### config.mk
export PLATFORM = sky130hd
export DESIGN_NAME = gs_issue_ctrl
export DESIGN_NICKNAME = d
export VERILOG_FILES = /design/src/rtl/gs_pkg.sv /design/src/rtl/gs_operand_sel.sv /design/src/rtl/gs_issue_ctrl.sv
export SDC_FILE = /design/constraint.sdc
export NUM_CORES = 1
export LEC_CHECK = 0
export BUFFER_PORTS_ARGS = -buffer_cell sky130_fd_sc_hd__buf_2
export CAP_MARGIN = 20
export CORE_MARGIN = 2
export CORE_UTILIZATION = 48
export DETAILED_ROUTE_END_ITERATION = 10
export PLACE_DENSITY = 0.88
export REMOVE_ABC_BUFFERS = 1
export SKIP_LAST_GASP = 1
export SLEW_MARGIN = 20
export SYNTH_ARGS = -nofsm -noshare
export SYNTH_HDL_FRONTEND = slang
export SYNTH_SLANG_ARGS = --single-unit
export TNS_END_PERCENT = 100
### constraint.sdc
create_clock -name i_clk -period 3.4 [get_ports i_clk]
set_input_delay 0.51 -clock i_clk [delete_from_list [all_inputs] [get_ports i_clk]]
set_output_delay 0.51 -clock i_clk [all_outputs]
set_load 0.01 [all_outputs]
### src/rtl/gs_pkg.sv
// Shared types and constants for the Gauss-Seidel issue controller.
package gs_pkg;

  typedef enum logic [2:0] {
    IDLE,
    LOAD,
    SUB,
    WAIT,
    MUL,
    GAP
  } gs_state_e;

  localparam int N_LANE      = 4;
  localparam int SUB_PER_ROW = 3;
  localparam int WAIT_CYC    = 2;

  // k-th lane of {0..N_LANE-1} with the row's own lane removed
  function automatic logic [1:0] skip_lane(input logic [1:0] row, input logic [1:0] k);
    return (k < row) ? k : k + 2'd1;
  endfunction

endpackage

### src/rtl/gs_operand_sel.sv
// Operand-A select: x register slice, multiply forward (D2 hit) or subtract forward.
module gs_operand_sel
  import gs_pkg::*;
(
  input  logic [32*N_LANE-1:0] x_data,
  input  logic [31:0]          mul_forw,
  input  logic [31:0]          sub_forw,
  input  logic [1:0]           lane,
  input  logic                 use_sub,
  input  logic                 d2_m_en,
  input  logic [1:0]           d2_idx,
  output logic [31:0]          operand_a
);

  always_comb begin
    operand_a = x_data[32*lane +: 32];
    if (use_sub) begin
      operand_a = sub_forw;
    end else if (d2_m_en && (d2_idx == lane)) begin
      operand_a = mul_forw;
    end
  end

endmodule

### src/rtl/gs_issue_ctrl.sv
// Issue stage for the 4-lane Gauss-Seidel core: three subtracts then one multiply per row.
// Optional stall counter output o_stall_cnt when GS_ISSUE_STATS_EN is defined.
module gs_issue_ctrl
  import gs_pkg::*;
#(
  parameter int ITER_W = 6
`ifdef GS_ISSUE_STATS_EN
  , parameter int STAT_W = 16
`endif
) (
  input  logic              i_clk,
  input  logic              i_rst_n,
  input  logic              i_start,
  input  logic [ITER_W-1:0] i_iter,
  input  logic              i_row_valid,
  output logic              o_row_ready,
  input  logic [47:0]       i_row_coef,
  input  logic [15:0]       i_row_recip,
  input  logic [127:0]      i_x_data,
  input  logic [31:0]       i_mul_forw,
  output logic [31:0]       o_inst_A,
  output logic [15:0]       o_inst_B,
  output logic [1:0]        o_idx,
  output logic              o_m_en,
  output logic              o_s_en,
  output logic              o_s_last,
  output logic              o_zero,
  input  logic [31:0]       i_sub_forw,
  output logic              o_busy,
`ifdef GS_ISSUE_STATS_EN
  output logic [STAT_W-1:0] o_stall_cnt,
`endif
  output logic              o_done
);

  gs_state_e         state_q, state_d;
  logic [1:0]        cnt_q, row_q, k, lane;
  logic [ITER_W-1:0] iter_q, sweep_q;
  logic [ITER_W:0]   sweep_nx;
  logic [47:0]       coef_q;
  logic [15:0]       recip_q;
  logic              sh0_m_en, sh1_m_en;
  logic [1:0]        sh0_idx, sh1_idx;
  logic              start_ok, more_sweeps, last_mul;
  logic [31:0]       opsel_a, a_d;
  logic [15:0]       b_d;
  logic [1:0]        idx_d;
  logic              m_en_d, s_en_d, s_last_d, zero_d, use_sub, busy_d;

  assign start_ok    = i_start && (state_q == IDLE) && !o_busy;
  assign sweep_nx    = {1'b0, sweep_q} + (ITER_W+1)'(1);
  assign more_sweeps = sweep_nx < {1'b0, iter_q};
  assign last_mul    = (state_q == MUL) && (row_q == 2'd3) && !more_sweeps;
  assign k           = 2'd2 - cnt_q;
  assign lane        = skip_lane(row_q, k);

  always_ff @(posedge i_clk or negedge i_rst_n) begin
    if (!i_rst_n) state_q <= IDLE;
    else          state_q <= state_d;
  end

  always_comb begin
    state_d = state_q;
    case (state_q)
      IDLE:    if (start_ok) state_d = LOAD;
      LOAD:    if (i_row_valid) state_d = SUB;
      SUB:     if (cnt_q == 2'd0) state_d = WAIT;
      WAIT:    if (cnt_q == 2'd0) state_d = MUL;
      MUL:     state_d = last_mul ? IDLE : GAP;
      GAP:     state_d = LOAD;
      default: state_d = IDLE;
    endcase
  end

  always_comb begin
    b_d      = '0;
    idx_d    = '0;
    m_en_d   = 1'b0;
    s_en_d   = 1'b0;
    s_last_d = 1'b0;
    zero_d   = 1'b1;
    use_sub  = 1'b0;
    case (state_q)
      SUB: begin
        s_en_d   = 1'b1;
        zero_d   = 1'b0;
        idx_d    = row_q;
        s_last_d = (cnt_q == 2'd0);
        case (k)
          2'd0:    b_d = coef_q[15:0];
          2'd1:    b_d = coef_q[31:16];
          default: b_d = coef_q[47:32];
        endcase
      end
      MUL: begin
        m_en_d  = 1'b1;
        zero_d  = 1'b0;
        idx_d   = row_q;
        b_d     = recip_q;
        use_sub = 1'b1;
      end
      default: ;
    endcase
    a_d    = (s_en_d || m_en_d) ? opsel_a : 32'd0;
    busy_d = (state_d != IDLE) || last_mul;
  end

  gs_operand_sel u_opsel (
    .x_data    (i_x_data),
    .mul_forw  (i_mul_forw),
    .sub_forw  (i_sub_forw),
    .lane      (lane),
    .use_sub   (use_sub),
    .d2_m_en   (sh1_m_en),
    .d2_idx    (sh1_idx),
    .operand_a (opsel_a)
  );

  // cnt_q: remaining SUB issues, then remaining WAIT bubbles (down-counter)
  always_ff @(posedge i_clk or negedge i_rst_n) begin
    if (!i_rst_n) begin
      iter_q  <= '0;
      sweep_q <= '0;
      row_q   <= '0;
      cnt_q   <= '0;
      coef_q  <= '0;
      recip_q <= '0;
    end else begin
      if (start_ok) begin
        iter_q  <= (i_iter == '0) ? ITER_W'(1) : i_iter;
        sweep_q <= '0;
        row_q   <= '0;
      end
      case (state_q)
        LOAD: if (i_row_valid) begin
          coef_q  <= i_row_coef;
          recip_q <= i_row_recip;
          cnt_q   <= 2'(SUB_PER_ROW - 1);
        end
        SUB:  cnt_q <= (cnt_q == 2'd0) ? 2'(WAIT_CYC - 1) : cnt_q - 2'd1;
        WAIT: cnt_q <= cnt_q - 2'd1;
        MUL: begin
          row_q <= row_q + 2'd1;
          if (row_q == 2'd3) sweep_q <= sweep_q + ITER_W'(1);
        end
        default: ;
      endcase
    end
  end

  always_ff @(posedge i_clk or negedge i_rst_n) begin
    if (!i_rst_n) begin
      o_inst_A    <= '0;
      o_inst_B    <= '0;
      o_idx       <= '0;
      o_m_en      <= 1'b0;
      o_s_en      <= 1'b0;
      o_s_last    <= 1'b0;
      o_zero      <= 1'b1;
      o_row_ready <= 1'b0;
      o_busy      <= 1'b0;
      o_done      <= 1'b0;
      sh0_m_en    <= 1'b0;
      sh1_m_en    <= 1'b0;
      sh0_idx     <= '0;
      sh1_idx     <= '0;
    end else begin
      o_inst_A    <= a_d;
      o_inst_B    <= b_d;
      o_idx       <= idx_d;
      o_m_en      <= m_en_d;
      o_s_en      <= s_en_d;
      o_s_last    <= s_last_d;
      o_zero      <= zero_d;
      o_row_ready <= (state_d == LOAD);
      o_busy      <= busy_d;
      o_done      <= last_mul;
      sh0_m_en    <= o_m_en;
      sh0_idx     <= o_idx;
      sh1_m_en    <= sh0_m_en;
      sh1_idx     <= sh0_idx;
    end
  end

`ifdef GS_ISSUE_STATS_EN
  logic [STAT_W-1:0] stall_q;

  always_ff @(posedge i_clk or negedge i_rst_n) begin
    if (!i_rst_n) begin
      stall_q <= '0;
    end else if (start_ok) begin
      stall_q <= '0;
    end else if ((state_q == LOAD) && !i_row_valid && (stall_q != '1)) begin
      stall_q <= stall_q + STAT_W'(1);
    end
  end

  assign o_stall_cnt = stall_q;
`endif

endmodule

==> flow_summary_export.csv <==
group,metric,value,unit
setup_path,worstSetupEndpointType,"flop",
routing,top_layer,"met5",
power_and_ir_drop,seqPwrFrac,0.277,
setup_path,crit_type,"flop to flop",
placed_design,portBuffers,322,
routing,ant_nets,0,
setup_path,cp_num_cells,10,
setup_path,worstPathArrival,3180,ps
cts,cts_buffers,17,
power_and_ir_drop,pwr-share-comb,0.533,
setup_path,path_max_fanout,10,
timing,drv_slew,0,
setup_path,crit_chain,"inv_1 > ha_1 > inv_2 > ha_1 > o21ai_4 > xnor2_4 > buf_4 > mux4_2 > a22oi_2 > nand2_1",
power_and_ir_drop,vdd.ir_drop.worst,0.000575,V
setup_path,reg2reg_to,"o_inst_A[22]$_DFF_PN0_",
routing,vias,6021,
placed_design,placed_cells,1035,
power_and_ir_drop,switchingPower,3700,uW
cells_and_area,drive_above_1_share,0.554,
die,initial_core_util,0.494,
synthesis,ys_types,53,
timing,post-route-period-util,0.847,
placed_design,place.gp.congestion,0.935,
cts,max-clock-path-buffers,2,
synthesis,synth_ff_type,"dfrtp_1",
timing,tightest_slew,798,ps
cts,cts_root_buf,"clkbuf_16",
die,design.core.area,14600,um^2
setup_path,crit_family,"adder cells",
die,die_h,127,um
global_routing,antenna_found_initial,9,
routing,drt_iter0_markers,381,
global_routing,grt_pass1_vias,6322,
synthesis,syn-cell-area,7210,um^2
power_and_ir_drop,clockPowerShare,0.190,
cells_and_area,stdcell_count,1074,
timing,fmax,0.347,GHz
routing,wl_met2,11000,um
synthesis,ys_ff_latch,146,
timing,grt_setup_unrepaired,"false",
power_and_ir_drop,swShare,0.366,
synthesis,netlist_instances,559,
routing,wl_met3,2100,um
synthesis,synth-async-reset-ratio,1.00,
setup_path,endpoint,"o_inst_A[22]$_DFF_PN0_",
routing,drt_wl_total,22900,um
flow_run,drv_cap,0,
synthesis,yosys.area.top_type_share,0.503,
cts,cts_tree,"built",
die,row_count,44,
power_and_ir_drop,power_density,1060,nW/um^2
cells_and_area,fillers,1093,
setup_path,r2r_setup_slack,520,ps
timing,final.setup_skew,11.5,ps
synthesis,synth_top_area_cell,"dfrtp_1",
die,die_area,16000,um^2
cells_and_area,fin_nets,1150,
synthesis,synth_most_common_cell,"dfrtp_1",
timing,final_hold_viol_count,0,
cts,cts_num_sinks,146,
cells_and_area,fin_util,0.657,
cells_and_area,seq_area,3650,um^2
setup_path,r2r_start,"cnt_q[1]$_DFFE_PN0P_",
global_routing,overflow,0,
placed_design,hpwlAfterDp,17200,um
synthesis,synth.area.top_cells,"dfrtp_1 50%, mux4_2 9.4%, mux2_2 7.7%",
cts,clkLatencyLatePin,420,ps
global_routing,grt_max_degree,83,
worst_hold_path,hold_path.class,"input port to asynchronous set/reset pin",
timing,setup_viol,0,
cts,clk_pin_slew,60,ps
setup_path,rr_worst_depth,10,
cells_and_area,area_growth,33.0,%
die,die_width,127,um
cts,htreeDepth,4,
setup_path,max_stage_delay,560,ps
synthesis,avgSynthCellArea,12.9,um^2
synthesis,synth_commonest_cells,"145 x dfrtp_1, 76 x nand2_1, 49 x mux2_2",
synthesis,ys_seq_area_frac,0.507,
routing,wl_per_cell,21.3,um
setup_path,crit_top_cell,"ha_1",
power_and_ir_drop,internal_power,6410,uW
cells_and_area,multiInputGateArea,3250,um^2
setup_path,cpMaxStageDelayCell,"mux4_2",
setup_path,crit_start,"cnt_q[1]$_DFFE_PN0P_",
synthesis,synth_edf_count,0,
timing,slew-limit-headroom,0.468,
global_routing,track_usage,0.285,
routing,drc,0,
power_and_ir_drop,p_leak,0.00480,uW
routing,drtPass1Iterations,5,
setup_path,worstSetupStartpointType,"flop",
routing,viasPerCell,5.61,
routing,drt-met1-wl,8750,um
setup_path,crit_required,3700,ps
die,num_io_pins,323,
setup_path,worst-path-buf-inv,3,
synthesis,yosysWarnings,0,
timing,fin_crit,2880,ps
run_status,status,"complete, no violations",
global_routing,grt_pass1_wl,34200,um
==> layer usage <==
layer | track usage | vias to the layer above
met5 | 0 | -
met4 | 0.137 | 6
met3 | 0.107 | 70
met2 | 0.448 | 324
met1 | 0.347 | 2944
li1 | - | 2677
==> power groups by stage <==
stage	Combinational (uW)	Sequential [uW]	Clock, uW
finish	5390	2800	1930
detailed placement	5330	2810	0
floorplan	3890	2820	0
global route	5860	2870	2030
CTS	5360	2800	1950
global placement	5140	2780	0
==> cell type report <==
cell class              count  share of cell area
flip-flops and latches    146               0.381
multi-input cells         359               0.339
repair buffers            336               0.185
clock buffers              22              0.0505
well taps                 184              0.0240
clock inverters             9              0.0134
inverters                  12             0.00470
diodes                      6             0.00157
==> worst min-delay path by stage <==
stage,from,to,slack (ps),cells past startpoint
global route,i_rst_n,coef_q[23]$_DFFE_PN0P_,190,1
floorplan,i_rst_n,cnt_q[0]$_DFFE_PN0P_,210,0
CTS,i_rst_n,o_row_ready$_DFF_PN0_,160,1
finish,i_rst_n,coef_q[23]$_DFFE_PN0P_,150,1
detailed placement,sh0_idx[1]$_DFF_PN0_,sh1_idx[1]$_DFF_PN0_,340,0
global placement,sh0_idx[0]$_DFF_PN0_,sh1_idx[0]$_DFF_PN0_,340,0
==> sequential cells by signal (all words and copies together), names as in the netlist, 2 cells and up <==
signal,count
coef_q,48
o_inst_A,32
o_inst_B,16
recip_q,16
iter_q,6
sweep_q,6
state_q,3
cnt_q,2
o_idx,2
row_q,2
sh0_idx,2
sh1_idx,2
==> metrics by stage <==
step | total power, uW | hold slack (ps) | TNS, ps | setup slack, ps | instance area [um^2]
after detailed placement | 8140 | 338 | 0 | 188 | 8940
after CTS | 10100 | 165 | 0 | 145 | 9550
after global routing | 10800 | 189 | 0 | 325 | 9580
final | 10100 | 146 | 0 | 520 | 9580
after floorplan | 6710 | 214 | -163860 | -2130 | 6930
after global placement | 7920 | 338 | 0 | 317 | 8940
==> cell families (layout without fill, tap and decap cells) <==
family / after synthesis / count (layout) / share of synthesized area
DFF: 146 / 146 / 0.507
and+or+nand+nor: 126 / 126 / 0.0743
AOI/OAI and AO/OA: 116 / 116 / 0.138
muxes: 97 / 97 / 0.200
buffers and inverters: 54 / 379 / 0.0446
adders and majority gates: 12 / 12 / 0.0208
xor gates and xnor gates: 8 / 8 / 0.0144
other: 0 / 6 / 0
==> layout by cell type, fill, tap and decap left out, drive strengths merged, types with 2 or more instances in the layout <==
| master | count |
|---|---|
| a21o | 2 |
| nand3 | 6 |
| nor2 | 27 |
| dfrtp | 145 |
| clkinvlp | 2 |
| mux2 | 65 |
| buf | 336 |
| clkbuf | 22 |
| clkinv | 4 |
| and2 | 2 |
| a32o | 4 |
| nand2 | 76 |
| and3 | 2 |
| ha | 12 |
| mux4 | 31 |
| nor3 | 5 |
| xor2 | 2 |
| a22oi | 47 |
| nor2b | 3 |
| a21oi | 23 |
| o31ai | 2 |
| o21ai | 14 |
| bufinv | 3 |
| diode | 6 |
| inv | 12 |
| a22o | 16 |
| o22ai | 2 |
| xnor2 | 6 |
==> repair_timing <==
item / in CTS / in global routing
buffers inserted: 0 / 2
resized for setup: 0 / 0
hold buffers: 0 / 0
setup endpoints to repair: 0 / 28
No activity file was read; power rests on OpenSTA's default activity.
